==> config.mk <==
export PLATFORM = sky130hd
export DESIGN_NAME = ahb_lite_uart_tx_feeder
export DESIGN_NICKNAME = d
export VERILOG_FILES = /design/src/rtl/ahb_lite_uart_tx_feeder.sv
export SDC_FILE = /design/constraint.sdc
export NUM_CORES = 1
export LEC_CHECK = 0
export BUFFER_PORTS_ARGS = -buffer_cell sky130_fd_sc_hd__buf_2
export CAP_MARGIN = 15
export CORE_ASPECT_RATIO = 1.5
export CORE_MARGIN = 5
export CORE_UTILIZATION = 60
export DETAILED_ROUTE_END_ITERATION = 8
export PLACE_DENSITY = 0.95
export SLEW_MARGIN = 20
export SYNTH_ARGS = -nofsm -noshare
export SYNTH_HDL_FRONTEND = slang
export SYNTH_SLANG_ARGS = --single-unit
export TNS_END_PERCENT = 30
==> constraint.sdc <==
create_clock -name HCLK -period 6.2 [get_ports HCLK]
set_input_delay 1.55 -clock HCLK [delete_from_list [all_inputs] [get_ports HCLK]]
set_output_delay 1.55 -clock HCLK [all_outputs]
set_load 0.1 [all_outputs]
==> src/rtl/ahb_lite_uart_tx_feeder.sv <==
// rtl/ahb_lite_uart_tx_feeder.sv - AHB-Lite master feeding a UART16550 THR from a byte FIFO (optional init: UART_FEEDER_INIT_EN)
module ahb_lite_uart_tx_feeder #(
    parameter logic [31:0] UART_BASE  = 32'h0000_0000,
    parameter int          FIFO_DEPTH = 16,
    parameter int          BURST_MAX  = 16,
    parameter logic [15:0] DIVISOR    = 16'd27,
    localparam int         AW         = $clog2(FIFO_DEPTH),
    localparam int         LW         = AW + 1,
    localparam int         CW         = $clog2(BURST_MAX) + 1
) (
    input  logic          HCLK,
    input  logic          HRESETn,
    input  logic          s_valid,
    input  logic [7:0]    s_data,
    output logic          s_ready,
    output logic [31:0]   HADDR,
    output logic [1:0]    HTRANS,
    output logic          HWRITE,
    output logic [2:0]    HSIZE,
    output logic [2:0]    HBURST,
    output logic [3:0]    HPROT,
    output logic          HMASTLOCK,
    output logic [31:0]   HWDATA,
    input  logic [31:0]   HRDATA,
    input  logic          HREADY,
    input  logic          HRESP,
    output logic [LW-1:0] fifo_level,
    output logic          busy,
    output logic          err
);

    localparam logic [2:0] S_IDLE   = 3'd0;
    localparam logic [2:0] S_POLL_A = 3'd1;
    localparam logic [2:0] S_POLL_D = 3'd2;
    localparam logic [2:0] S_WR_A   = 3'd3;
    localparam logic [2:0] S_WR_D   = 3'd4;
`ifdef UART_FEEDER_INIT_EN
    localparam logic [2:0] S_BOOT   = 3'd5;
    localparam logic [2:0] S_INIT_A = 3'd6;
    localparam logic [2:0] S_INIT_D = 3'd7;
    localparam logic [2:0] S_RESET  = S_BOOT;
`else
    localparam logic [2:0] S_RESET  = S_IDLE;
`endif

    localparam logic [31:0] OFF_LSR = 32'h14;
    localparam logic [1:0]  HT_IDLE = 2'b00;
    localparam logic [1:0]  HT_NSEQ = 2'b10;

    logic [2:0]    state;
    logic [2:0]    state_nxt;
    logic [7:0]    mem [FIFO_DEPTH];
    logic [AW-1:0] wr_ptr;
    logic [AW-1:0] rd_ptr;
    logic [LW-1:0] count;
    logic          full;
    logic          empty;
    logic          push;
    logic          pop;
    logic          in_run;
    logic [CW-1:0] credit;
    logic [CW-1:0] credit_dec;
    logic [7:0]    data_reg;
    logic          data_phase;
    logic          unused_bits;

    assign full       = (count == LW'(FIFO_DEPTH));
    assign empty      = (count == '0);
    assign s_ready    = in_run & ~full;
    assign push       = s_valid & s_ready;
    // the head leaves the FIFO exactly when the THR address phase is accepted
    assign pop        = (state == S_WR_A) & HREADY & ~empty;
    assign fifo_level = count;
    assign credit_dec = credit - CW'(1);

    assign HSIZE      = 3'b010;
    assign HBURST     = 3'b000;
    assign HPROT      = 4'b0011;
    assign HMASTLOCK  = 1'b0;
    assign HWDATA     = {24'h0, data_reg};

`ifdef UART_FEEDER_INIT_EN
    logic [1:0]  init_idx;
    logic [31:0] init_off;
    logic [7:0]  init_byte;

    assign data_phase  = (state == S_POLL_D) | (state == S_WR_D) | (state == S_INIT_D);
    assign busy        = ((state != S_IDLE) & (state != S_BOOT)) | ~empty;
    assign unused_bits = ^{HRDATA[31:6], HRDATA[4:0]};

    // LCR/DLL/DLM programming sequence: open divisor latch, load divisor, close latch with 8N1
    always_comb begin
        init_off  = 32'h0C;
        init_byte = 8'h83;
        case (init_idx)
            2'd0: begin init_off = 32'h0C; init_byte = 8'h83;          end
            2'd1: begin init_off = 32'h00; init_byte = DIVISOR[7:0];   end
            2'd2: begin init_off = 32'h04; init_byte = DIVISOR[15:8];  end
            default: begin init_off = 32'h0C; init_byte = 8'h03;       end
        endcase
    end

    // step through the four init writes, one per completed data phase
    always_ff @(posedge HCLK or negedge HRESETn) begin
        if (!HRESETn) begin
            init_idx <= 2'd0;
        end else if ((state == S_INIT_D) && HREADY) begin
            init_idx <= init_idx + 2'd1;
        end
    end
`else
    assign data_phase  = (state == S_POLL_D) | (state == S_WR_D);
    assign busy        = (state != S_IDLE) | ~empty;
    assign unused_bits = ^{HRDATA[31:6], HRDATA[4:0], DIVISOR};
`endif

    // address-phase outputs are a pure function of the state so they hold through wait states
    always_comb begin
        HTRANS = HT_IDLE;
        HADDR  = 32'h0;
        HWRITE = 1'b0;
        case (state)
            S_POLL_A: begin HTRANS = HT_NSEQ; HADDR = UART_BASE + OFF_LSR; end
            S_POLL_D: begin HADDR = UART_BASE + OFF_LSR; end
            S_WR_A:   begin HTRANS = HT_NSEQ; HADDR = UART_BASE; HWRITE = 1'b1; end
            S_WR_D:   begin HADDR = UART_BASE; HWRITE = 1'b1; end
`ifdef UART_FEEDER_INIT_EN
            S_INIT_A: begin HTRANS = HT_NSEQ; HADDR = UART_BASE + init_off; HWRITE = 1'b1; end
            S_INIT_D: begin HADDR = UART_BASE + init_off; HWRITE = 1'b1; end
`endif
            default:  begin HTRANS = HT_IDLE; end
        endcase
    end

    // next-state logic: single outstanding transfer, each A phase followed by its D phase
    always_comb begin
        state_nxt = state;
        case (state)
            S_IDLE:   if (!empty) state_nxt = S_POLL_A;
            S_POLL_A: if (HREADY) state_nxt = S_POLL_D;
            S_POLL_D: begin
                if (HREADY) begin
                    if (HRESP)          state_nxt = S_POLL_A;
                    else if (HRDATA[5]) state_nxt = S_WR_A;
                    else                state_nxt = S_POLL_A;
                end
            end
            S_WR_A:   if (HREADY) state_nxt = S_WR_D;
            S_WR_D: begin
                if (HREADY) begin
                    if (empty)                 state_nxt = S_IDLE;
                    else if (credit_dec != '0) state_nxt = S_WR_A;
                    else                       state_nxt = S_POLL_A;
                end
            end
`ifdef UART_FEEDER_INIT_EN
            S_BOOT:   state_nxt = S_INIT_A;
            S_INIT_A: if (HREADY) state_nxt = S_INIT_D;
            S_INIT_D: if (HREADY) state_nxt = (init_idx == 2'd3) ? S_IDLE : S_INIT_A;
`endif
            default:  state_nxt = S_IDLE;
        endcase
    end

    // state register
    always_ff @(posedge HCLK or negedge HRESETn) begin
        if (!HRESETn) state <= S_RESET;
        else          state <= state_nxt;
    end

    // FIFO storage; contents need no reset since count gates every read
    always_ff @(posedge HCLK) begin
        if (push) mem[wr_ptr] <= s_data;
    end

    // FIFO pointers and occupancy; power-of-2 depth lets pointers wrap naturally
    always_ff @(posedge HCLK or negedge HRESETn) begin
        if (!HRESETn) begin
            wr_ptr <= '0;
            rd_ptr <= '0;
            count  <= '0;
        end else begin
            if (push) wr_ptr <= wr_ptr + AW'(1);
            if (pop)  rd_ptr <= rd_ptr + AW'(1);
            if (push && !pop)      count <= count + LW'(1);
            else if (pop && !push) count <= count - LW'(1);
        end
    end

    // keep s_ready low while in reset and raise it on the first clock afterwards
    always_ff @(posedge HCLK or negedge HRESETn) begin
        if (!HRESETn) in_run <= 1'b0;
        else          in_run <= 1'b1;
    end

    // burst credit: reloaded on THRE=1, spent one per completed THR write
    always_ff @(posedge HCLK or negedge HRESETn) begin
        if (!HRESETn) begin
            credit <= '0;
        end else if ((state == S_POLL_D) && HREADY && !HRESP && HRDATA[5]) begin
            credit <= CW'(BURST_MAX);
        end else if ((state == S_WR_D) && HREADY) begin
            credit <= credit_dec;
        end
    end

    // write data register, loaded at address acceptance so HWDATA is stable for the whole data phase
    always_ff @(posedge HCLK or negedge HRESETn) begin
        if (!HRESETn) begin
            data_reg <= 8'h00;
        end else if (pop) begin
            data_reg <= mem[rd_ptr];
`ifdef UART_FEEDER_INIT_EN
        end else if ((state == S_INIT_A) && HREADY) begin
            data_reg <= init_byte;
`endif
        end
    end

    // sticky bus error flag
    always_ff @(posedge HCLK or negedge HRESETn) begin
        if (!HRESETn)               err <= 1'b0;
        else if (data_phase && HRESP) err <= 1'b1;
    end

endmodule

==> implementation parameters, run 1 <==
Parameter                              Value

Run status
  Status    complete, no violations

Floorplanning
  Die outline height    143 µm
  Die Footprint    14100 µm²
  Initial core utilization    0.612
  # IOs    ~130
  Std-Cell Core Area    11500 µm²
  Count of standard-cell rows    48
  Die boundary width    98.6 µm

Setup path
  Data required, critical path    4.65 ns
  Cell type group with the largest total delay on the critical path    simple AND/OR/NAND/NOR gates
  Count of buffering cells on the critical path with inverters included    1
  Worst-path cell with the longest stage delay    nor4_2
  Arrival time of the worst setup path    2.27 ns
  CP Capture Type    output pin
  Slack of the worst reg-to-reg path    about 3.3 ns
  Max FO, Critical Path    5
  Cells along the critical path    nor4_2, nand2_1, or4_1, buf_2
  RR Endpoint    fifo_level[4]
  RR Startpoint    fifo_level[3]
  Reg2Reg Depth    11
  Worst stage delay on the critical path    0.51 ns
  Type of the setup path with the least slack    flip-flop to output pin
  Kind of launch point of the worst setup path    flip-flop

Power and ir drop
  Peak VDD IR    0.275 mV
  Cell leakage power    roughly 2.8 nW
  Total power density per cell area    536 nW/µm²

Placed design
  PortBufs    33
  Cell count after placement    605
  Post-Place Setup Slack    2.30 ns
  Global placer's final weighted congestion    between 0.8 and 0.9
  DP HPWL    between 8000 and 9000 µm

GRT
  Number of global-route vias before repair    3721
  Global routing usage on met2    0.344
  GRT Residual Overflow    0
  All-layer global routing usage    0.201
  Most used routing layer    met2
  Largest net degree at the start of global routing    36
  Met3 demand-to-capacity share in global routing    0.0528
  Global routing usage on met1    0.246
  Number of antenna violations at the first check in global routing    0
  Global-route wire length before repair    20900 µm

STA
  Final number of max-transition violations    0
  Headroom to the max-slew limit    0.334
  Setup Skew    0.0150 ns
  Final Hold Violating Endpoints    0
  Worst-case hold slack    approximately 0.46 ns
  Post-route setup TNS    0 ns
  Final setup violating endpoints    0
  Max Freq    0.262 GHz
  Slew @ Worst Pin    0.995 ns
  Final worst-path cycle share    0.617
  Final worst slack    2.38 ns
  RSZ-0062 raised after global routing    no
  Post-layout minimum cycle time    3.82 ns

Routing
  Via-per-instance ratio    5.84
  DRC viols    0
  WL per Instance    between 20 and 25 µm
  Post-detailed-route count of antenna-violating nets    0
  Count of vias placed by the detailed router    3721
  Overall routed net length    13700 µm
  First drt pass iteration count    5
  Initial DRC count    between 300 and 400

Yosys
  Post-Syn Instances    439
  Count of distinct cell types in the synthesized netlist    44
  Total number of yosys warnings    0
  Prevailing post-synth register cell    edfxtp_1
  Average instance area after synthesis    between 15 and 20 µm²
  Flops & latches, synth    159
  Proportion of synthesized chip area in sequential cells    0.655
  Post-synth EDFFs    128
  Post-synthesis async set-or-reset flop share    0.195
  Netlist Area Pre-Place    7060 µm²

Layout
  Most frequent standard cell in the layout excluding fill and tap cells    edfxtp_1
  Number of flip-flops under the largest register name    128
  Number of nets in the finished design    around 530
  Proportion of layout cells with a drive suffix above 1    0.211
  Area growth, synth to finish    9.29%
  Commonest cells after routing, fill and taps aside    128 x edfxtp_1, 67 x conb_1, 33 x buf_2
  Antenna fix cells    0
  Filler-free cell count of the finished design    637

Job
  Number of maximum-capacitance constraint violations    0

CTS
  Max H-tree Level    4
  TritonCTS clock tree    done
  Bufs on Longest Clock Path    2
  Clock tree sinks    159
  Number of buffers created by CTS    17
  Post-CTS Hold Buffers    0
  Skew-Pair Late Insertion Delay    about 0.42 ns
  Clock-pin slew reported for the worst setup and hold paths after clock tree synthesis    about 0.060 ns
  Setup repair bufs after CTS    0
  Post-cts sizing count    0
  Clock Root Buffer    clkbuf_16

Hold path
  Endpoint, Worst Hold    err
  Hold path cells    1
  Worst min-delay path class    flip-flop to flip-flop
  Launch point of the worst hold path    err
## cell families after synthesis
logic type,synth area share
simple gates,0.0379
buf+inv,0.0933
other cells,0.00106
flops,0.655
compound gates,0.0443
mux,0.128
xor+xnor,0.0186
fa+ha+maj,0.0223
## routing by layer
layer  part of all wire  vias to the layer above
li1                   -                     1602
met1               0.38                     1887
met2               0.52                      203
met3              0.075                       29
met4              0.023                        0
met5                  0                        -
## worst max-delay path by stage
stage / from / endpoint / slack (ns) / cells after the start
after floorplan: state[0] / HWRITE / 1.89 / 5
after global placement: s_valid / mem[3][2] / 2.33 / 5
after detailed placement: s_valid / fifo_level[4] / 2.30 / 10
after CTS: fifo_level[3] / busy / 2.36 / 4
after global routing: fifo_level[3] / busy / 2.23 / 4
final: fifo_level[3] / busy / 2.38 / 4
## report_power, final
| part | internal [mW] | total (mW) | switching, mW |
|---|---|---|---|
| combinational | 0.459 | 1.54 | 1.08 |
| sequential | 1.29 | 1.50 | 0.209 |
| clock | 0.678 | 1.09 | 0.416 |
## layout make-up
type	instances	area, µm²
multi-input cells	245	2030
repair buffers	37	195
inverters	14	52.6
clock inverters	13	188
clock buffers	19	433
well taps	150	188
flip-flops and latches	159	4620
fillers	703	3820
## stage by stage
step,area [µm²],utilization,total power [mW]
2_1_floorplan,7300,-,2.81
3_3_place_gp,7080,0.614,2.95
3_5_place_dp,7090,0.615,3.03
4_1_cts,7710,0.669,4.14
5_1_grt,7710,0.669,4.28
6_report,7710,0.669,4.13
## synth_stat cells, types with 2 or more instances
library cell	count	area (µm²)
edfxtp_1	128	3840
dfrtp_1	31	776
xor2_1	3	26.3
mux4_2	19	428
mux4_1	13	342
o22ai_1	16	100
conb_1	2	7.51
nand2_1	16	60.1
buf_6	3	33.8
ha_1	11	138
o21ai_0	7	35.0
mux2i_1	2	20.0
buf_2	4	20.0
xnor2_1	12	105
nor3_1	6	30.0
inv_1	14	52.6
nand2b_1	3	18.8
clkbuf_1	9	33.8
a21oi_1	15	75.1
buf_4	68	510
a21o_1	2	15.0
nand4_1	2	12.5
mux2_2	10	113
nor2_1	22	82.6
buf_1	2	7.51
## worst reg2reg max path: cells and delay by family (launching register included)
kind                       cells  cell delay, ns
buffers and inverters          3            0.44
xor gates and xnor gates       1            0.15
AOI/OAI and AO/OA              3            0.49
adders and majority gates      2            0.57
DFF                            1            0.43
and+or+nand+nor                1            0.51
muxes                          1            0.29
(Power assumes the default switching activity.)
==> run 2, diff against run 1 <==
--- a/config.mk
+++ b/config.mk
@@ -9,9 +9,9 @@
 export CAP_MARGIN = 15
 export CORE_ASPECT_RATIO = 1.5
 export CORE_MARGIN = 5
-export CORE_UTILIZATION = 60
+export CORE_UTILIZATION = 50
 export DETAILED_ROUTE_END_ITERATION = 8
-export PLACE_DENSITY = 0.95
+export PLACE_DENSITY = 0.87
 export SLEW_MARGIN = 20
 export SYNTH_ARGS = -nofsm -noshare
 export SYNTH_HDL_FRONTEND = slang
==> constraint.sdc (replaced) <==
create_clock -name HCLK -period 3.4 [get_ports HCLK]
set_input_delay 0.85 -clock HCLK [delete_from_list [all_inputs] [get_ports HCLK]]
set_output_delay 0.85 -clock HCLK [all_outputs]
set_load 0.1 [all_outputs]
==> run 2 against run 1 <==
Against the previous run: utilization is 11 points lower; sequential share of layout area is 1.0 points lower; wire length is 0.43% lower; cell count is 4.4% higher; non-clock buffer count is 13 higher; sequential power is 84% higher; clock power is 89% higher; flip-flop and latch count stayed put; clock skew is 0.0081 ns lower; count of clock-buffer cells in the layout stayed put; via count is 1.6% lower; critical path type unchanged; largest power group is now registers.
==> implementation parameters, run 2 (synthesized netlist as in run 1, its figures left out) <==
Parameter                              Value

Run status
  Status    complete, no violations

Power and ir drop
  Total power density per cell area    967 nW/µm² (+80%)
  Relative contribution of the clock network to total power    0.272 (+0.008)
  Peak VDD IR    0.726 mV (+160%)
  Proportion of power drawn by combinational gates    0.364 (-0.008)
  Switching Power    3.07 mW (+80%)
  Cell leakage power    2.91 nW (+2.3%)
  Register share of total power    0.364 (about the same)
  Sw Ratio    0.405 (-0.00779)
  Pint    4.52 mW (+86%)

CTS
  Post-cts sizing count    0 (unchanged)
  Post-CTS Hold Buffers    0 (unchanged)
  Bufs on Longest Clock Path    2 (unchanged)
  Clock Root Buffer    clkbuf_16
  Number of buffers created by CTS    17 (unchanged)
  Skew-Pair Late Insertion Delay    0.43 ns (about the same)
  Clock tree sinks    159 (unchanged)
  Clock-pin slew reported for the worst setup and hold paths after clock tree synthesis    0.06 ns (about the same)
  Max H-tree Level    4 (unchanged)
  Setup repair bufs after CTS    0 (unchanged)
  TritonCTS clock tree    done

Routing
  WL per Instance    20.5 µm (-4.6%)
  Via-per-instance ratio    5.51 (-5.7%)
  DRC viols    0 (unchanged)
  Initial DRC count    336 (-12%)
  First drt pass iteration count    4 (-1)
  Post-detailed-route count of antenna-violating nets    0 (unchanged)
  Overall routed net length    13600 µm (-0.43%)
  Count of vias placed by the detailed router    3663 (-1.6%)

Setup path
  Arrival time of the worst setup path    2.32 ns (+0.05 ns)
  Count of buffering cells on the critical path with inverters included    1 (unchanged)
  Data required, critical path    2.55 ns (-2.10 ns)
  Worst-path cell with the longest stage delay    nor4_2
  Cell type group with the largest total delay on the critical path    simple AND/OR/NAND/NOR gates
  RR Endpoint    fifo_level[4]
  Type of the setup path with the least slack    flip-flop to output pin
  Reg2Reg Depth    10 (-1)
  Slack of the worst reg-to-reg path    0.63 ns (-2.62 ns)
  CP Capture Type    output pin
  Kind of launch point of the worst setup path    flip-flop
  Worst stage delay on the critical path    0.55 ns (+0.04 ns)
  RR Startpoint    fifo_level[3]
  Max FO, Critical Path    5 (unchanged)
  Cells along the critical path    nor4_2, nand2_1, or4_1, buf_2

Floorplanning
  Die Footprint    16600 µm² (+18%)
  Count of standard-cell rows    53 (+10%)
  Std-Cell Core Area    13900 µm² (+21%)
  Die boundary width    107 µm (+8.6%)
  # IOs    131 (unchanged)
  Die outline height    156 µm (+8.9%)
  Initial core utilization    0.507 (-0.105)

GRT
  Largest net degree at the start of global routing    32 (-11%)
  Number of global-route vias before repair    3716 (-0.13%)
  Number of antenna violations at the first check in global routing    0 (unchanged)
  All-layer global routing usage    0.170 (-0.0307)
  Global-route wire length before repair    20600 µm (-1.2%)
  GRT Residual Overflow    0 (unchanged)

Layout
  Most frequent standard cell in the layout excluding fill and tap cells    edfxtp_1
  Utilization after layout    0.563 (-0.106)
  Number of nets in the finished design    544 (+2.4%)
  Summed area of non-filler cells in the final layout    7840 µm² (+1.7%)
  Area growth, synth to finish    11.2%
  Number of flip-flops under the largest register name    128 (unchanged)
  Filler-free cell count of the finished design    665 (+4.4%)
  Antenna fix cells    0 (unchanged)
  Commonest cells after routing, fill and taps aside    128 x edfxtp_1, 67 x conb_1, 33 x buf_2
  Proportion of layout cells with a drive suffix above 1    0.232 (+0.0205)

STA
  Final Hold Violating Endpoints    0 (unchanged)
  Max Freq    between 0.3 and 0.4 GHz
  Final worst-path cycle share    0.932
  Post-route setup TNS    0 ns (unchanged)
  Headroom to the max-slew limit    0.374 (+0.0396)
  Final number of max-transition violations    0 (unchanged)
  Final worst slack    0.232 ns (-2.14 ns)
  Final setup violating endpoints    0 (unchanged)
  Slew @ Worst Pin    0.936 ns (-0.0592 ns)
  RSZ-0062 raised after global routing    no
  Setup Skew    0.00686 ns (-0.00812 ns)
  Post-layout minimum cycle time    around 3.2 ns

Placed design
  Area of placed instances    7200 µm² (+1.5%)
  PortBufs    33 (unchanged)
  DP HPWL    9080 µm (+5.5%)
  Post-Place Setup Slack    0.527 ns (-1.77 ns)
  Global placer's final weighted congestion    0.757 (-9.7%)
  Cell count after placement    633 (+4.6%)

Hold path
  Worst min-delay path class    primary input to asynchronous set/reset pin

Job
  Number of maximum-capacitance constraint violations    0 (unchanged)
run 2: cell count changes in the layout (fill, tap and decap cells not counted), moves of 2 or more:
cell | before | now
dfrtp_2 | 0 | 2
clkinv_2 | 2 | 0
nor3_1 | 4 | 6
nor3_2 | 2 | 0
buf_4 | 4 | 17
clkinvlp_4 | 1 | 3
run 2: metrics by stage:
stage / power [mW] / hold WS [ns]
2_1_floorplan: 5.13 / 0.500
3_3_place_gp: 5.43 / 0.463
3_5_place_dp: 5.54 / 0.466
4_1_cts: 7.63 / 0.481
5_1_grt: 7.88 / 0.493
6_report: 7.59 / 0.476
run 2: worst max path at each step:
stage / start / endpoint / slack (ns) / cells after the start
2_1_floorplan: fifo_level[1] / s_ready / -0.15 / 2
3_3_place_gp: HREADY / fifo_level[4] / 0.55 / 11
3_5_place_dp: HREADY / fifo_level[4] / 0.53 / 11
4_1_cts: fifo_level[3] / busy / 0.20 / 4
5_1_grt: fifo_level[3] / busy / 0.1 / 4
6_report: fifo_level[3] / busy / 0.23 / 4
run 2: area by class of cell:
cell class / instances / area, µm²
Inverter: 14 / 52.6
Clock inverter: 13 / 211
Timing Repair Buffer: 50 / 293
Fill cell: 998 / 6080
Multi-Input combinational cell: 245 / 2030
Tap cell: 165 / 206
Sequential cell: 159 / 4620
Clock buffer: 19 / 433
run 2: routing by layer:
layer	global-route usage	part of all wire
met2	0.313	0.55
met5	0	0
met1	0.184	0.36
met4	0.0670	0.020
met3	0.0477	0.068
run 2: worst reg2reg max path: stages, from the launching register on:
cell     delay (ns)
dfrtp_1        0.42
nor4_2         0.55
a21oi_1        0.17
inv_1          0.09
ha_1           0.15
inv_1          0.11
fa_1           0.42
a21o_1         0.18
a21oi_1        0.18
mux2i_1        0.24
xnor2_1        0.16
run 2: power by group through the flow:
| stage | Combinational, mW | Sequential [mW] | Clock, mW |
|---|---|---|---|
| 6_report | 2.76 | 2.76 | 2.06 |
| 5_1_grt | 2.90 | 2.80 | 2.18 |
| 4_1_cts | 2.78 | 2.76 | 2.08 |
| 3_5_place_dp | 2.75 | 2.79 | 0 |
| 3_3_place_gp | 2.67 | 2.76 | 0 |
| 2_1_floorplan | 2.06 | 3.08 | 0 |
